<file path="src/rtl/neighbor_link_coalesce_fifo_if.sv">
// Message bus between a neighbor link and the fabric.
// The outbound side is a FWFT stream toward node B. The inbound side carries
// node B's messages into the link. Both use {increase, root} payloads.
interface neighbor_link_coalesce_fifo_if #(
  parameter int ADDRESS_WIDTH = 12
);
  logic [ADDRESS_WIDTH:0] out_data;
  logic                   out_valid;
  logic                   out_ready;
  logic [ADDRESS_WIDTH:0] in_data;
  logic                   in_valid;
  logic                   in_ready;

  // The link itself: produces the outbound stream and sinks inbound messages.
  modport master (
    output out_data, out_valid, in_ready,
    input  out_ready, in_data, in_valid
  );

  // The fabric side: consumes the outbound stream and drives inbound messages.
  modport slave (
    input  out_data, out_valid, in_ready,
    output out_ready, in_data, in_valid
  );
endinterface

</file>
<file path="src/rtl/neighbor_link_coalesce_fifo.sv">
// Neighbor link with an outbound FWFT FIFO.
// Changes in node A's root/increase state become messages toward node B.
// When the FIFO is full, one holding register absorbs and merges updates so
// that no update is lost. The block also sinks node B's messages and tracks
// edge growth against a length that can be loaded at run time.
module neighbor_link_coalesce_fifo #(
  parameter int   ADDRESS_WIDTH = 12,
  parameter int   FIFO_DEPTH    = 16,
  parameter int   MAX_LENGTH    = 15,
  localparam int  LW            = $clog2(MAX_LENGTH + 1),
  localparam int  CW            = $clog2(FIFO_DEPTH + 1)
) (
  input  logic                     clk,
  input  logic                     reset,
  input  logic                     initialize,
  input  logic [LW-1:0]            length_in,
  output logic                     is_fully_grown,
  output logic [LW-1:0]            grown_count,
  input  logic [ADDRESS_WIDTH-1:0] a_old_root_in,
  input  logic                     a_increase,
  output logic [ADDRESS_WIDTH-1:0] b_old_root_out,
  output logic                     b_increase_out,
  neighbor_link_coalesce_fifo_if.master bus,
  output logic [CW-1:0]            fifo_level,
  output logic                     pending_valid,
  output logic                     coalesced
);
  localparam int AW = ADDRESS_WIDTH;
  localparam int PW = $clog2(FIFO_DEPTH);

  logic [AW:0]   mem_q [FIFO_DEPTH];
  logic [AW:0]   mem_d [FIFO_DEPTH];
  logic [PW-1:0] wr_ptr_q, wr_ptr_d, rd_ptr_q, rd_ptr_d;
  logic [CW-1:0] count_q, count_d;
  logic [AW:0]   pend_q, pend_d;
  logic          pend_vld_q, pend_vld_d;
  logic          coalesced_q, coalesced_d;
  logic [AW-1:0] last_root_q, last_root_d;
  logic          last_inc_q, last_inc_d;
  logic [AW-1:0] b_root_q, b_root_d;
  logic          b_inc_q, b_inc_d;
  logic [LW-1:0] grown_q, grown_d;
  logic [LW-1:0] len_q, len_d;

  logic          pop, full, space, ev, wr_en;
  logic [AW:0]   msg, wr_data;
  logic [LW:0]   grow_sum;

  assign bus.out_valid  = (count_q != '0);
  assign bus.out_data   = mem_q[rd_ptr_q];
  assign bus.in_ready   = 1'b1;
  assign fifo_level     = count_q;
  assign pending_valid  = pend_vld_q;
  assign coalesced      = coalesced_q;
  assign b_old_root_out = b_root_q;
  assign b_increase_out = b_inc_q;
  assign grown_count    = grown_q;
  assign is_fully_grown = (grown_q >= len_q);

  // Next-state: event detection, enqueue/coalesce priority, inbound sink, growth.
  always_comb begin
    mem_d       = mem_q;
    wr_ptr_d    = wr_ptr_q;
    rd_ptr_d    = rd_ptr_q;
    count_d     = count_q;
    pend_d      = pend_q;
    pend_vld_d  = pend_vld_q;
    coalesced_d = coalesced_q;
    last_root_d = last_root_q;
    last_inc_d  = last_inc_q;
    b_root_d    = b_root_q;
    b_inc_d     = b_inc_q;
    grown_d     = grown_q;
    len_d       = len_q;
    wr_en       = 1'b0;
    wr_data     = pend_q;

    msg      = {a_increase, a_old_root_in};
    pop      = bus.out_valid && bus.out_ready && !initialize;
    full     = (count_q == CW'(FIFO_DEPTH));
    space    = !full || pop;
    ev       = !initialize && ((a_old_root_in != last_root_q) || (a_increase != last_inc_q));
    grow_sum = {1'b0, grown_q} + {{LW{1'b0}}, a_increase} + {{LW{1'b0}}, b_inc_q};

    if (initialize) begin
      wr_ptr_d    = '0;
      rd_ptr_d    = '0;
      count_d     = '0;
      pend_d      = '0;
      pend_vld_d  = 1'b0;
      coalesced_d = 1'b0;
      last_root_d = '0;
      last_inc_d  = 1'b0;
      b_root_d    = '0;
      b_inc_d     = 1'b0;
      grown_d     = '0;
      len_d       = length_in;
    end else begin
      last_root_d = a_old_root_in;
      last_inc_d  = a_increase;

      // The pending entry is always older than a new event, so it drains first.
      if (pend_vld_q && space) begin
        wr_en      = 1'b1;
        wr_data    = pend_q;
        pend_vld_d = ev;
        if (ev) pend_d = msg;
      end else if (ev && space) begin
        wr_en   = 1'b1;
        wr_data = msg;
      end else if (ev) begin
        // No room: park the event, merging with an existing pending entry.
        if (pend_vld_q) begin
          pend_d      = {pend_q[AW] | a_increase, a_old_root_in};
          coalesced_d = 1'b1;
        end else begin
          pend_vld_d = 1'b1;
          pend_d     = msg;
        end
      end

      if (wr_en) begin
        mem_d[wr_ptr_q] = wr_data;
        wr_ptr_d        = wr_ptr_q + PW'(1);
      end
      if (pop) rd_ptr_d = rd_ptr_q + PW'(1);
      count_d = count_q + CW'(wr_en) - CW'(pop);

      if (bus.in_valid) begin
        b_root_d = bus.in_data[AW-1:0];
        if (bus.in_data[AW]) b_inc_d = 1'b1;
      end

      // Growth saturates at the latched length; the registered b_inc counts every cycle.
      if (grown_q < len_q)
        grown_d = (grow_sum > {1'b0, len_q}) ? len_q : grow_sum[LW-1:0];
    end
  end

  // State registers, all cleared by asynchronous reset.
  always_ff @(posedge clk or posedge reset) begin
    if (reset) begin
      for (int i = 0; i < FIFO_DEPTH; i++) mem_q[i] <= '0;
      wr_ptr_q    <= '0;
      rd_ptr_q    <= '0;
      count_q     <= '0;
      pend_q      <= '0;
      pend_vld_q  <= 1'b0;
      coalesced_q <= 1'b0;
      last_root_q <= '0;
      last_inc_q  <= 1'b0;
      b_root_q    <= '0;
      b_inc_q     <= 1'b0;
      grown_q     <= '0;
      len_q       <= '0;
    end else begin
      for (int i = 0; i < FIFO_DEPTH; i++) mem_q[i] <= mem_d[i];
      wr_ptr_q    <= wr_ptr_d;
      rd_ptr_q    <= rd_ptr_d;
      count_q     <= count_d;
      pend_q      <= pend_d;
      pend_vld_q  <= pend_vld_d;
      coalesced_q <= coalesced_d;
      last_root_q <= last_root_d;
      last_inc_q  <= last_inc_d;
      b_root_q    <= b_root_d;
      b_inc_q     <= b_inc_d;
      grown_q     <= grown_d;
      len_q       <= len_d;
    end
  end
endmodule

</file>
<file path="src/flat_wrapper.sv">
// flat-port wrapper written by rule: the top's interface ports become plain ports
module neighbor_link_coalesce_fifo_flat 
#(
  parameter int   ADDRESS_WIDTH = 12,
  parameter int   FIFO_DEPTH    = 16,
  parameter int   MAX_LENGTH    = 15,
  localparam int  LW            = $clog2(MAX_LENGTH + 1),
  localparam int  CW            = $clog2(FIFO_DEPTH + 1)
)
  (clk, reset, initialize, length_in, is_fully_grown, grown_count, a_old_root_in, a_increase, b_old_root_out, b_increase_out, fifo_level, pending_valid, coalesced, bus_out_data, bus_out_valid, bus_in_ready, bus_out_ready, bus_in_data, bus_in_valid);
  neighbor_link_coalesce_fifo_if #(.ADDRESS_WIDTH(ADDRESS_WIDTH)) bus_i ();
  input  logic clk;
  input  logic reset;
  input  logic initialize;
  input  logic [LW-1:0] length_in;
  output logic is_fully_grown;
  output logic [LW-1:0] grown_count;
  input  logic [ADDRESS_WIDTH-1:0] a_old_root_in;
  input  logic a_increase;
  output logic [ADDRESS_WIDTH-1:0] b_old_root_out;
  output logic b_increase_out;
  output logic [CW-1:0] fifo_level;
  output logic pending_valid;
  output logic coalesced;
  output wire logic [$bits(bus_i.out_data)-1:0] bus_out_data;
  output wire logic [$bits(bus_i.out_valid)-1:0] bus_out_valid;
  output wire logic [$bits(bus_i.in_ready)-1:0] bus_in_ready;
  input wire logic [$bits(bus_i.out_ready)-1:0] bus_out_ready;
  input wire logic [$bits(bus_i.in_data)-1:0] bus_in_data;
  input wire logic [$bits(bus_i.in_valid)-1:0] bus_in_valid;
  assign bus_out_data = bus_i.out_data;
  assign bus_out_valid = bus_i.out_valid;
  assign bus_in_ready = bus_i.in_ready;
  assign bus_i.out_ready = bus_out_ready;
  assign bus_i.in_data = bus_in_data;
  assign bus_i.in_valid = bus_in_valid;
  neighbor_link_coalesce_fifo #(.ADDRESS_WIDTH(ADDRESS_WIDTH), .FIFO_DEPTH(FIFO_DEPTH), .MAX_LENGTH(MAX_LENGTH)) u_core (.clk(clk), .reset(reset), .initialize(initialize), .length_in(length_in), .is_fully_grown(is_fully_grown), .grown_count(grown_count), .a_old_root_in(a_old_root_in), .a_increase(a_increase), .b_old_root_out(b_old_root_out), .b_increase_out(b_increase_out), .bus(bus_i), .fifo_level(fifo_level), .pending_valid(pending_valid), .coalesced(coalesced));
endmodule
</file>
<file path="config.mk">
export PLATFORM = sky130hd
export DESIGN_NAME = neighbor_link_coalesce_fifo_flat
export DESIGN_NICKNAME = d
export VERILOG_FILES = /design/src/rtl/neighbor_link_coalesce_fifo_if.sv /design/src/rtl/neighbor_link_coalesce_fifo.sv /design/src/flat_wrapper.sv
export SDC_FILE = /design/constraint.sdc
export NUM_CORES = 1
export LEC_CHECK = 0
export BUFFER_PORTS_ARGS = -buffer_cell sky130_fd_sc_hd__buf_2
export CORE_MARGIN = 4
export CORE_UTILIZATION = 60
export DETAILED_ROUTE_END_ITERATION = 7
export MAX_ROUTING_LAYER = met4
export PLACE_DENSITY = 0.77
export SETUP_SLACK_MARGIN = 0.15
export SLEW_MARGIN = 25
export SYNTH_ARGS = -nofsm -noshare
export SYNTH_HDL_FRONTEND = slang
export SYNTH_SLANG_ARGS = --single-unit
</file>
<file path="constraint.sdc">
create_clock -name clk -period 12.7 [get_ports clk]
set_input_delay 2.54 -clock clk [delete_from_list [all_inputs] [get_ports clk]]
set_output_delay 2.54 -clock clk [all_outputs]
set_load 0.03 [all_outputs]
</file>
==> results of run 1 <==
-- cells in the final DEF, fill, tap and decap left out, drive strengths merged, types with 12 or more instances in the layout --
cell / netlist / routed
o2111ai: 16 / 16
nor2: 30 / 30
dfrtp: 270 / 270
a22o: 12 / 12
nor2b: 16 / 16
a21oi: 13 / 13
inv: 19 / 19
clkbuf: 21 / 41
buf: 61 / 97
mux4: 65 / 65
o21ai: 220 / 220
ha: 20 / 20
nand2: 215 / 215
a32oi: 13 / 13
mux2i: 16 / 16
xor2: 19 / 19
-- worst paths after layout --
path                       slack [ps]  cells after the start                              to
max                              7060                      4                 bus_out_data[6]
min                               480                      2   u_core.mem_q[134]$_DFFE_PP0P_
max reg2reg                      9340                      9    u_core.mem_q[39]$_DFFE_PP0P_
min reg2reg                       480                      2   u_core.mem_q[134]$_DFFE_PP0P_
max in group asynchronous        8630                      4  u_core.rd_ptr_q[0]$_DFFE_PP0P_
min in group asynchronous        2160                      2   u_core.mem_q[196]$_DFFE_PP0P_
-- layout make-up --
class,count,area share (%)
tap,270,2.438
sequential,270,48.80
inverter,19,0.5690
timing repair buffer,99,4.172
clock buffer,39,5.635
multi-input combinational,706,37.62
clock inverter,10,0.7586
-- critical path, delay by kind of cell (launching register included) --
family	cells	cell delay, ps
buffers and inverters	2	860
muxes	2	1120
DFF	1	580
-- flip-flops by register name, indices dropped and copies added, names as in the netlist, 4 cells and up --
register               cells
u_core.rd_ptr_q            4
u_core.pend_q             13
u_core.fifo_level          5
u_core.len_q               4
u_core.mem_q             208
u_core.b_old_root_out     12
u_core.wr_ptr_q            4
u_core.last_root_q        12
u_core.grown_count         4
-- metrics by stage --
stage,setup WS [ps],instance area (um2)
4_1_cts,7046,13790
3_3_place_gp,6830,12900
3_5_place_dp,6746,12910
6_report,7057,13850
2_1_floorplan,2721,12470
5_1_grt,6968,13850
-- per-layer routing --
| layer | up-vias | GRT usage [%] |
|---|---|---|
| met1 | 4228 | 34.13 |
| met3 | 80 | 4.289 |
| met2 | 287 | 41.15 |
| met5 | - | - |
| met4 | 0 | 9.075 |
| li1 | 3904 | - |
-- power groups by stage --
stage	clock (W)	sequential [W]	combinational [W]
2_1_floorplan	0	0.00107	0.000552
3_3_place_gp	0	0.00110	0.000678
3_5_place_dp	0	0.00111	0.000698
4_1_cts	0.000805	0.00109	0.000704
5_1_grt	0.000844	0.00108	0.000813
6_report	0.000797	0.00107	0.000737
-- cell families (layout without fill, tap and decap cells) --
group | Yosys count | in the layout
xor gates and xnor gates | 22 | 22
other | 1 | 1
muxes | 83 | 83
AOI/OAI and AO/OA | 283 | 283
DFF | 270 | 270
buffers and inverters | 101 | 167
adders and majority gates | 22 | 22
and+or+nand+nor | 295 | 295
==> results.py, run 1 <==
metrics = {
    "status": {
        "status": "finished clean",
    },
    "route": {
        "routed-via-count": 8499,
        "highest_layer": "met4",
        "route.detailed.drc": 0,
        "avgViaCountPerCell": 6.015,
        "met3WireLength_um": 1676,
        "wl_per_cell_um": 20.18,
        "first_iter_violations": 677,
        "wl_met1_um": 11780,
        "ant_nets": 0,
        "wl_um": 28510,
        "firstDrtPassIters": 5,
        "route.met2.wl_um": 14050,
    },
    "sta": {
        "timing.setup.tns_ps": 0,
        "fin_crit_ps": 5643,
        "relSlewSlack_pct": 30.85,
        "setup_violations": 0,
        "finClkSkew_ps": 11.14,
        "hold_violations": 0,
        "drv_slew": 0,
        "fin_crit_sh_pct": 44.44,
        "rsz0062_at_grt": "false",
        "whs_ps": 476.1,
        "worstMarginPinSlew_ps": 1037,
        "clock.fmax_mhz": 177.2,
    },
    "finish": {
        "multi_input_area_um2": 5213,
        "finalNetCount": 1180,
        "nFillCells": 1436,
        "antenna_cells": 0,
        "fin_util_pct": 68.03,
        "stdcell_count": 1413,
        "drive_gt1_share_pct": 20.73,
        "area_delta_synth_final_pct": 11.13,
        "seq_area_um2": 6761,
    },
    "die": {
        "core_area_um2": 20360,
        "die_area_um2": 23150,
        "io_pins": 75,
        "die_x_um": 152.1,
        "rows": 52,
        "initial_utilization_pct": 61.22,
        "die_y_um": 152.1,
    },
    "clock_tree": {
        "cts_made_buffers": 27,
        "cts_tree": "done",
        "cts_setup_buffers": 0,
        "hold_buffers": 0,
        "ctsHtreeMaxLevel": 1,
        "cts_sinks": 270,
        "post_cts_resize_count": 0,
        "clk-insertion-delay-late_ps": 530,
        "path_clk_slew_ps": 70,
        "cts_buffer_depth": 3,
        "cts_root_buf": "clkbuf_16",
    },
    "critical_path": {
        "cpMaxStageDelayCell": "buf_4",
        "reg2reg_from": "u_core.fifo_level[2]$_DFF_PP0_",
        "critical_path.cell_chain": "buf_4 > mux4_2 > mux4_2 > buf_2",
        "worstSetupStartpointType": "flip-flop",
        "crit_path_end_kind": "output port",
        "crit_fanout": 44,
        "cp-startpoint": "u_core.rd_ptr_q[1]$_DFFE_PP0P_",
        "cp.required_ps": 10160,
        "arrival_ps": 3100,
        "crit_top_cell": "mux4_2",
        "cp_slowest_stage_delay_ps": 650,
        "critPathKind": "reg -> out",
    },
    "yosys": {
        "synth-seq-cells": 270,
        "synth_area_um2": 12470,
        "syn_area_per_cell_um2": 11.58,
        "yosys.area_share.simple_pct": 9.946,
        "synthMuxAreaShare_pct": 13.21,
        "synth-seq-area-share_pct": 54.20,
        "post-synth-top-count-cell": "dfrtp_1",
        "ys_top_cells_by_area": "dfrtp_1 54%, mux4_2 12%, o21ai_0 7.7%",
        "synth_compound_area_share_pct": 14.75,
        "yosys_most_used_dff": "dfrtp_1",
        "ys_types": 49,
        "synth_top_area_cell": "dfrtp_1",
        "syn_nets": 1134,
        "synth_top_family_by_area": "compound AO/OA/AOI/OAI gates",
        "async_flop_share_pct": 100.0,
        "syn_inst": 1077,
        "synth_edf_count": 0,
        "yosys.area_share.adder_pct": 2.328,
        "yosys.area_share.xor_xnor_pct": 1.546,
        "yosys_warnings": 0,
        "synth_largest_type_area_fraction_pct": 54.20,
        "yosys-top-cells-count": "270 x dfrtp_1, 215 x nand2_1, 193 x o21ai_0, 65 x mux4_2, 42 x buf_2",
    },
    "placement": {
        "portBuffers": 73,
        "gp_congestion": 0.7779,
        "numPlacedInstances": 1359,
        "dp_hpwl_um": 17110,
    },
    "run": {
        "drv_cap": 0,
    },
    "power": {
        "powerDensity_nw_per_um2": 187.8,
        "ir_drop_uv": 152.4,
        "clkPwrFrac_pct": 30.6,
        "p_leak_nw": 6.160,
        "internal_power_w": 0.001731,
        "combPwrFrac_pct": 28.3,
        "swShare_pct": 33.44,
        "p_total_w": 0.002601,
        "sequentialPowerShare_pct": 41.1,
        "power_switching_w": 0.0008699,
    },
    "grt": {
        "grt_pass1_vias": 8894,
        "grt_overflow": 0,
        "antenna_found_initial": 0,
        "grt_max_degree": 115,
        "grt_pass1_wl_um": 47060,
        "grt.total_usage_pct": 25.78,
    },
    "min_path": {
        "hold_path_class": "reg -> reg",
        "hold_start": "u_core.mem_q[134]$_DFFE_PP0P_",
    },
}
Power figures use the tool's default switching activity.
==> inputs of run 2 (changes only) <==
--- a/config.mk
+++ b/config.mk
@@ -7,10 +7,10 @@
 export LEC_CHECK = 0
 export BUFFER_PORTS_ARGS = -buffer_cell sky130_fd_sc_hd__buf_2
 export CORE_MARGIN = 4
-export CORE_UTILIZATION = 60
+export CORE_UTILIZATION = 55
 export DETAILED_ROUTE_END_ITERATION = 7
 export MAX_ROUTING_LAYER = met4
-export PLACE_DENSITY = 0.77
+export PLACE_DENSITY = 0.74
 export SETUP_SLACK_MARGIN = 0.15
 export SLEW_MARGIN = 25
 export SYNTH_ARGS = -nofsm -noshare
==> constraint.sdc (replaced) <==
create_clock -name clk -period 4.7 [get_ports clk]
set_input_delay 0.94 -clock clk [delete_from_list [all_inputs] [get_ports clk]]
set_output_delay 0.94 -clock clk [all_outputs]
set_load 0.03 [all_outputs]
==> run 2 against run 1 <==
Effect of this change: sequential share of layout area is 0.50 points lower; global-route usage is 1.9 points lower; clock power grew to 2.9 times the previous value; core utilization is 4.5 points lower; design area is 1.0% higher; register-to-register slack worse by 7900 ps; highest routed layer unchanged; die area is 8.6% higher; hold slack better by 0.91 ps; flip-flop and latch count stayed put; first-iteration DRC count is 4.6% lower.
==> results.py, run 2 (synthesis gave the netlist of run 1 again) <==
metrics = {
    "grt": {
        "grt.total_usage_pct": 23.86,
        "grt_pass1_wl_um": 46020,
        "grt_max_degree": 116,
        "grtUsageMet3_pct": 3.370,
        "grt_overflow": 0,
        "antenna_found_initial": 0,
        "grt_pass1_vias": 8696,
        "met2_usage_pct": 39.27,
        "top_usage_layer": "met2",
        "globalRouteMet1Util_pct": 31.55,
    },
    "clock_tree": {
        "post_cts_resize_count": 0,
        "cts_made_buffers": 29,
        "cts_setup_buffers": 0,
        "cts_tree": "done",
        "cts_buffer_depth": 3,
        "cts_sinks": 270,
        "cts_root_buf": "clkbuf_16",
        "path_clk_slew_ps": 60,
        "clk-insertion-delay-late_ps": 540,
        "ctsHtreeMaxLevel": 1,
        "hold_buffers": 0,
    },
    "finish": {
        "drive_gt1_share_pct": 21.43,
        "nFillCells": 1714,
        "regMostFlops": "u_core.mem_q",
        "largest_reg_flops": 208,
        "final_area_um2": 14000,
        "finalNetCount": 1182,
        "largestRegisters": "u_core.mem_q x208, u_core.pend_q x13",
        "antenna_cells": 0,
        "area_delta_synth_final_pct": 12.29,
        "fin_util_pct": 63.56,
        "final_common_cell": "dfrtp_1",
        "stdcell_count": 1428,
        "final_cell_mix": "267 x dfrtp_1, 215 x nand2_1, 193 x o21ai_0",
    },
    "route": {
        "wl_um": 27750,
        "avgViaCountPerCell": 5.876,
        "ant_nets": 0,
        "route.detailed.drc": 0,
        "wl_per_cell_um": 19.43,
        "firstDrtPassIters": 4,
        "routed-via-count": 8391,
        "first_iter_violations": 646,
    },
    "die": {
        "die_area_um2": 25140,
        "core_area_um2": 22030,
        "initial_utilization_pct": 56.60,
        "io_pins": 75,
        "die_x_um": 158.6,
        "die_y_um": 158.6,
        "rows": 54,
    },
    "min_path": {
        "hold_path_class": "reg -> reg",
        "hold_start": "u_core.mem_q[0]$_DFFE_PP0P_",
        "hold_depth": 2,
        "hold_path_end": "u_core.mem_q[0]$_DFFE_PP0P_",
    },
    "run": {
        "drv_cap": 0,
    },
    "sta": {
        "clock.fmax_mhz": 262.5,
        "fin_crit_sh_pct": 81.05,
        "fin_crit_ps": 3809,
        "setup_violations": 0,
        "rsz0062_at_grt": "false",
        "timing.setup.tns_ps": 0,
        "finClkSkew_ps": 11.60,
        "worstMarginPinSlew_ps": 996.3,
        "drv_slew": 0,
        "relSlewSlack_pct": 33.58,
        "hold_violations": 0,
    },
    "placement": {
        "gp_congestion": 0.8206,
        "portBuffers": 73,
        "numPlacedInstances": 1374,
        "dp_hpwl_um": 16910,
        "place_area_um2": 13010,
    },
    "critical_path": {
        "crit_fanout": 36,
        "worstSetupStartpointType": "flip-flop",
        "cp.required_ps": 3760,
        "reg2reg_from": "u_core.fifo_level[2]$_DFF_PP0_",
        "crit_path_end_kind": "output port",
        "rr_endpoint": "u_core.mem_q[164]$_DFFE_PP0P_",
        "worst-r2r-setup-slack_ps": 1480,
        "reg2reg_depth": 8,
        "arrival_ps": 2870,
        "critPathKind": "reg -> out",
    },
    "power": {
        "powerDensity_nw_per_um2": 512.8,
        "ir_drop_uv": 371.3,
        "p_leak_nw": 6.220,
    },
    "status": {
        "status": "finished clean",
    },
}
[run 2: cell types whose count changed in the layout (fill, tap and decap cells not counted), sizes merged]
cell      delta
clkinvlp     +1
clkinv       +1
inv          +1
buf          +2
[run 2: worst max path at each step]
stage | cells past startpoint | start | to
finish | 4 | u_core.rd_ptr_q[0]$_DFFE_PP0P_ | bus_out_data[8]
global route | 4 | u_core.rd_ptr_q[0]$_DFFE_PP0P_ | bus_out_data[1]
CTS | 4 | u_core.rd_ptr_q[0]$_DFFE_PP0P_ | bus_out_data[8]
detailed placement | 8 | a_old_root_in[0] | u_core.mem_q[164]$_DFFE_PP0P_
global placement | 8 | a_old_root_in[4] | u_core.mem_q[151]$_DFFE_PP0P_
floorplan | 1 | reset | u_core.b_increase_out$_DFFE_PP0P_
[run 2: final cells by class]
type | instances | area [um2] | share of cell area (%)
clock buffers | 41 | 860.8 | 6.149
flip-flops and latches | 270 | 6763 | 48.31
multi-input cells | 706 | 5213 | 37.23
clock inverters | 13 | 127.6 | 0.9116
inverters | 19 | 75.07 | 0.5362
repair buffers | 99 | 610.6 | 4.361
well taps | 280 | 350.3 | 2.502
[run 2: routing by layer]
layer  share of wire [%]  vias up  wire, um
met5                   0        -         0
met4                 2.4        0       656
met3                 4.1       59      1124
met2                  51      195     14080
met1                  43     4204     11890
li1                    -     3933         -
[run 2: critical path, stage by stage (launching register included)]
cell	delay [ps]
dfrtp_4	680
buf_12	330
mux4_2	550
mux4_2	530
buf_2	200
[run 2: power breakdown]
part / internal (W) / switching (W) / total, W
Clock: 0.00138 / 0.000923 / 0.00231
Combinational: 0.000790 / 0.00120 / 0.00199
Sequential: 0.00263 / 0.000243 / 0.00288
Total: 0.00481 / 0.00237 / 0.00718
[run 2: per-stage QoR]
step	setup WS, ps	power, W	hold WS, ps
6_report	890.7	0.007179	477.0
5_1_grt	761.4	0.007568	493.6
4_1_cts	820.9	0.007255	479.9
3_5_place_dp	980.7	0.004917	465.9
3_3_place_gp	1175	0.004859	456.1
2_1_floorplan	192.6	0.004376	444.5
==> inputs of run 3 (changes only) <==
--- a/config.mk
+++ b/config.mk
@@ -5,12 +5,13 @@
 export SDC_FILE = /design/constraint.sdc
 export NUM_CORES = 1
 export LEC_CHECK = 0
+export ABC_AREA = 1
 export BUFFER_PORTS_ARGS = -buffer_cell sky130_fd_sc_hd__buf_2
 export CORE_MARGIN = 4
-export CORE_UTILIZATION = 55
+export CORE_UTILIZATION = 56
 export DETAILED_ROUTE_END_ITERATION = 7
 export MAX_ROUTING_LAYER = met4
-export PLACE_DENSITY = 0.74
+export PLACE_DENSITY = 0.75
 export SETUP_SLACK_MARGIN = 0.15
 export SLEW_MARGIN = 25
 export SYNTH_ARGS = -nofsm -noshare
==> constraint.sdc (replaced) <==
create_clock -name clk -period 3.3 [get_ports clk]
set_input_delay 0.66 -clock clk [delete_from_list [all_inputs] [get_ports clk]]
set_output_delay 0.66 -clock clk [all_outputs]
set_load 0.03 [all_outputs]
==> run 3 against run 2 <==
Effect of this change: synthesized cell count grew 61%; combinational power grew 87%; non-clock buffer count grew 9; largest cell class unchanged.
==> results.py, run 3 <==
metrics = {
    "power": {
        "p_total_w": 0.01134,
        "ir_drop_uv": 532.8,
        "powerDensity_nw_per_um2": 739.6,
        "p_leak_nw": 7.915,
    },
    "yosys": {
        "yosys.area_share.adder_pct": 2.105,
        "yosys-top-cells-count": "746 x nand2_1, 270 x dfrtp_1, 139 x inv_1, 100 x o21ai_0, 68 x a21oi_1",
        "post-synth-top-count-cell": "nand2_1",
        "yosys_most_used_dff": "dfrtp_1",
        "yosys_warnings": 0,
        "syn_inst": 1730,
        "syn_area_per_cell_um2": 7.972,
        "ys_top_cells_by_area": "dfrtp_1 49%, nand2_1 20%, inv_1 3.8%",
        "synth_top_area_cell": "dfrtp_1",
        "synthMuxAreaShare_pct": 3.774,
        "yosys.area_share.xor_xnor_pct": 0.4446,
        "syn_nets": 1787,
        "synth_area_um2": 13790,
        "synth_edf_count": 0,
        "synth-seq-cells": 270,
        "synth_largest_type_area_fraction_pct": 48.99,
        "ys_types": 37,
        "synth_compound_area_share_pct": 10.91,
        "synth-seq-area-share_pct": 48.99,
        "synth_top_family_by_area": "simple AND/OR/NAND/NOR gates",
        "yosys.area_share.simple_pct": 25.52,
        "async_flop_share_pct": 100.0,
    },
    "clock_tree": {
        "cts_tree": "done",
        "cts_made_buffers": 28,
        "hold_buffers": 0,
        "cts_buffer_depth": 3,
        "path_clk_slew_ps": 60,
        "cts_root_buf": "clkbuf_16",
        "clk-insertion-delay-late_ps": 540,
        "cts_sinks": 270,
        "ctsHtreeMaxLevel": 1,
    },
    "sta": {
        "hold_violations": 0,
        "setup_violations": 0,
        "worstMarginPinSlew_ps": 854.6,
        "finClkSkew_ps": 10.81,
        "clock.fmax_mhz": 332.5,
        "fin_crit_sh_pct": 91.14,
        "rsz0062_at_grt": "true",
        "relSlewSlack_pct": 42.89,
        "fin_crit_ps": 3008,
        "drv_slew": 0,
    },
    "status": {
        "status": "finished clean",
    },
    "finish": {
        "final_area_um2": 15330,
        "largestRegisters": "u_core.mem_q x208, u_core.pend_q x13",
        "largest_reg_flops": 208,
        "final_common_cell": "nand2_1",
        "drive_gt1_share_pct": 11.35,
        "area_delta_synth_final_pct": 11.20,
        "finalNetCount": 1824,
        "final_cell_mix": "746 x nand2_1, 268 x dfrtp_1, 138 x inv_1",
        "regMostFlops": "u_core.mem_q",
    },
    "placement": {
        "gp_congestion": 0.8937,
        "place_area_um2": 14280,
        "dp_hpwl_um": 23870,
        "portBuffers": 73,
    },
    "route": {
        "route.met2.wl_um": 16880,
        "ant_nets": 0,
        "wl_met1_um": 15990,
        "avgViaCountPerCell": 5.543,
        "highest_layer": "met4",
        "wl_um": 36880,
        "met3WireLength_um": 2917,
        "route.detailed.drc": 0,
        "wl_per_cell_um": 17.45,
        "routed-via-count": 11718,
        "firstDrtPassIters": 5,
        "first_iter_violations": 1473,
    },
    "critical_path": {
        "crit_path_end_kind": "output port",
        "worstSetupStartpointType": "flip-flop",
        "crit_fanout": 11,
        "critPathKind": "reg -> out",
        "reg2reg_from": "u_core.fifo_level[3]$_DFF_PP0_",
        "cp.required_ps": 2640,
        "cp-startpoint": "u_core.rd_ptr_q[0]$_DFFE_PP0P_",
        "arrival_ps": 2350,
    },
    "die": {
        "die_y_um": 164.9,
        "core_area_um2": 24250,
        "die_x_um": 164.9,
        "io_pins": 75,
        "die_area_um2": 27200,
        "initial_utilization_pct": 56.87,
        "rows": 57,
    },
    "grt": {
        "grt_pass1_wl_um": 60340,
        "grt.total_usage_pct": 28.73,
        "antenna_found_initial": 2,
        "grt_max_degree": 70,
        "grt_overflow": 0,
        "grt_pass1_vias": 11165,
    },
    "run": {
        "drv_cap": 0,
    },
    "min_path": {
        "hold_path_class": "in -> async",
    },
}
-- run 3: changes by cell type in the layout (fill, tap and decap cells not counted), sizes merged, moves of 15 or more --
cell | before | now
mux2i | 16 | 52
mux4 | 65 | 0
nor2 | 30 | 57
o211ai | 2 | 53
inv | 20 | 147
nand2 | 215 | 766
o2111ai | 16 | 0
nor2b | 16 | 0
o21ai | 220 | 113
xor2 | 19 | 4
nand3 | 9 | 38
a21oi | 13 | 79
-- run 3: final timing paths --
path	to	slack (ps)	depth (start not counted)
min in group clk	u_core.len_q[0]$_DFFE_PP0P_	330	3
max reg2reg	u_core.fifo_level[4]$_DFF_PP0_	450	17
min	u_core.mem_q[155]$_DFFE_PP0P_	260	2
max in group asynchronous	u_core.mem_q[144]$_DFFE_PP0P_	2090	3
min reg2reg	u_core.mem_q[207]$_DFFE_PP0P_	480	2
max	bus_out_data[10]	290	6
-- run 3: where the power goes --
part / switching [W] / leakage (nW) / internal (W)
Clock: 0.00131 / 0.490 / 0.00211
Sequential: 0.000346 / 3.56 / 0.00386
Combinational: 0.00252 / 3.87 / 0.00120
Total: 0.00417 / 7.91 / 0.00717
-- run 3: logic make-up after synthesis --
group                    after synthesis
AO/OA/AOI/OAI                        249
XOR/XNOR                               7
adder cells (fa/ha/maj)               22
buffers and inverters                249
flip-flops                           270
multiplexers                          52
other                                  1
AND/OR/NAND/NOR                      880
-- run 3: critical path: stages, from the launching register on --
cell and delay, ps:
dfrtp_4 570, buf_4 200, mux2i_1 120, o21ai_0 440, o211ai_1 150, nand2_1 120
buf_2 200
-- run 3: area by class of cell --
type / instances / area (um2)
diodes: 2 / 5.005
clock buffers: 42 / 824.5
clock inverters: 9 / 173.9
fillers: 2058 / 8914
inverters: 148 / 559.3
multi-input cells: 1211 / 5911
flip-flops and latches: 270 / 6761
well taps: 324 / 405.4
repair buffers: 108 / 694.4
-- run 3: stage by stage --
| step | utilization [%] | worst slack (ps) | hold slack [ps] | setup TNS, ps | instances |
|---|---|---|---|---|---|
| 2_1_floorplan | - | -927.4 | 443.6 | -250410 | 1730 |
| 3_3_place_gp | 58.89 | 477.0 | 456.1 | 0 | 2056 |
| 3_5_place_dp | 58.90 | 391.5 | 459.7 | 0 | 2056 |
| 4_1_cts | 63.19 | 242.9 | 273.1 | 0 | 2112 |
| 5_1_grt | 63.24 | 110.2 | 313.4 | 0 | 2114 |
| 6_report | 63.24 | 292.4 | 262.1 | 0 | 2114 |
-- run 3: layer usage --
layer | global-route usage [%] | vias to the layer above
li1 | - | 5514
met1 | 39.56 | 5610
met2 | 44.71 | 508
met3 | 4.742 | 86
met4 | 7.788 | 0
met5 | - | -
-- run 3: repair_timing --
| action | CTS | global route |
|---|---|---|
| hold endpoints to repair | 0 | 0 |
| buffers inserted | 5 | 0 |
| setup endpoints to repair | 7 | 4 |
| resized for setup | 1 | 2 |
| pin swaps | 0 | 0 |
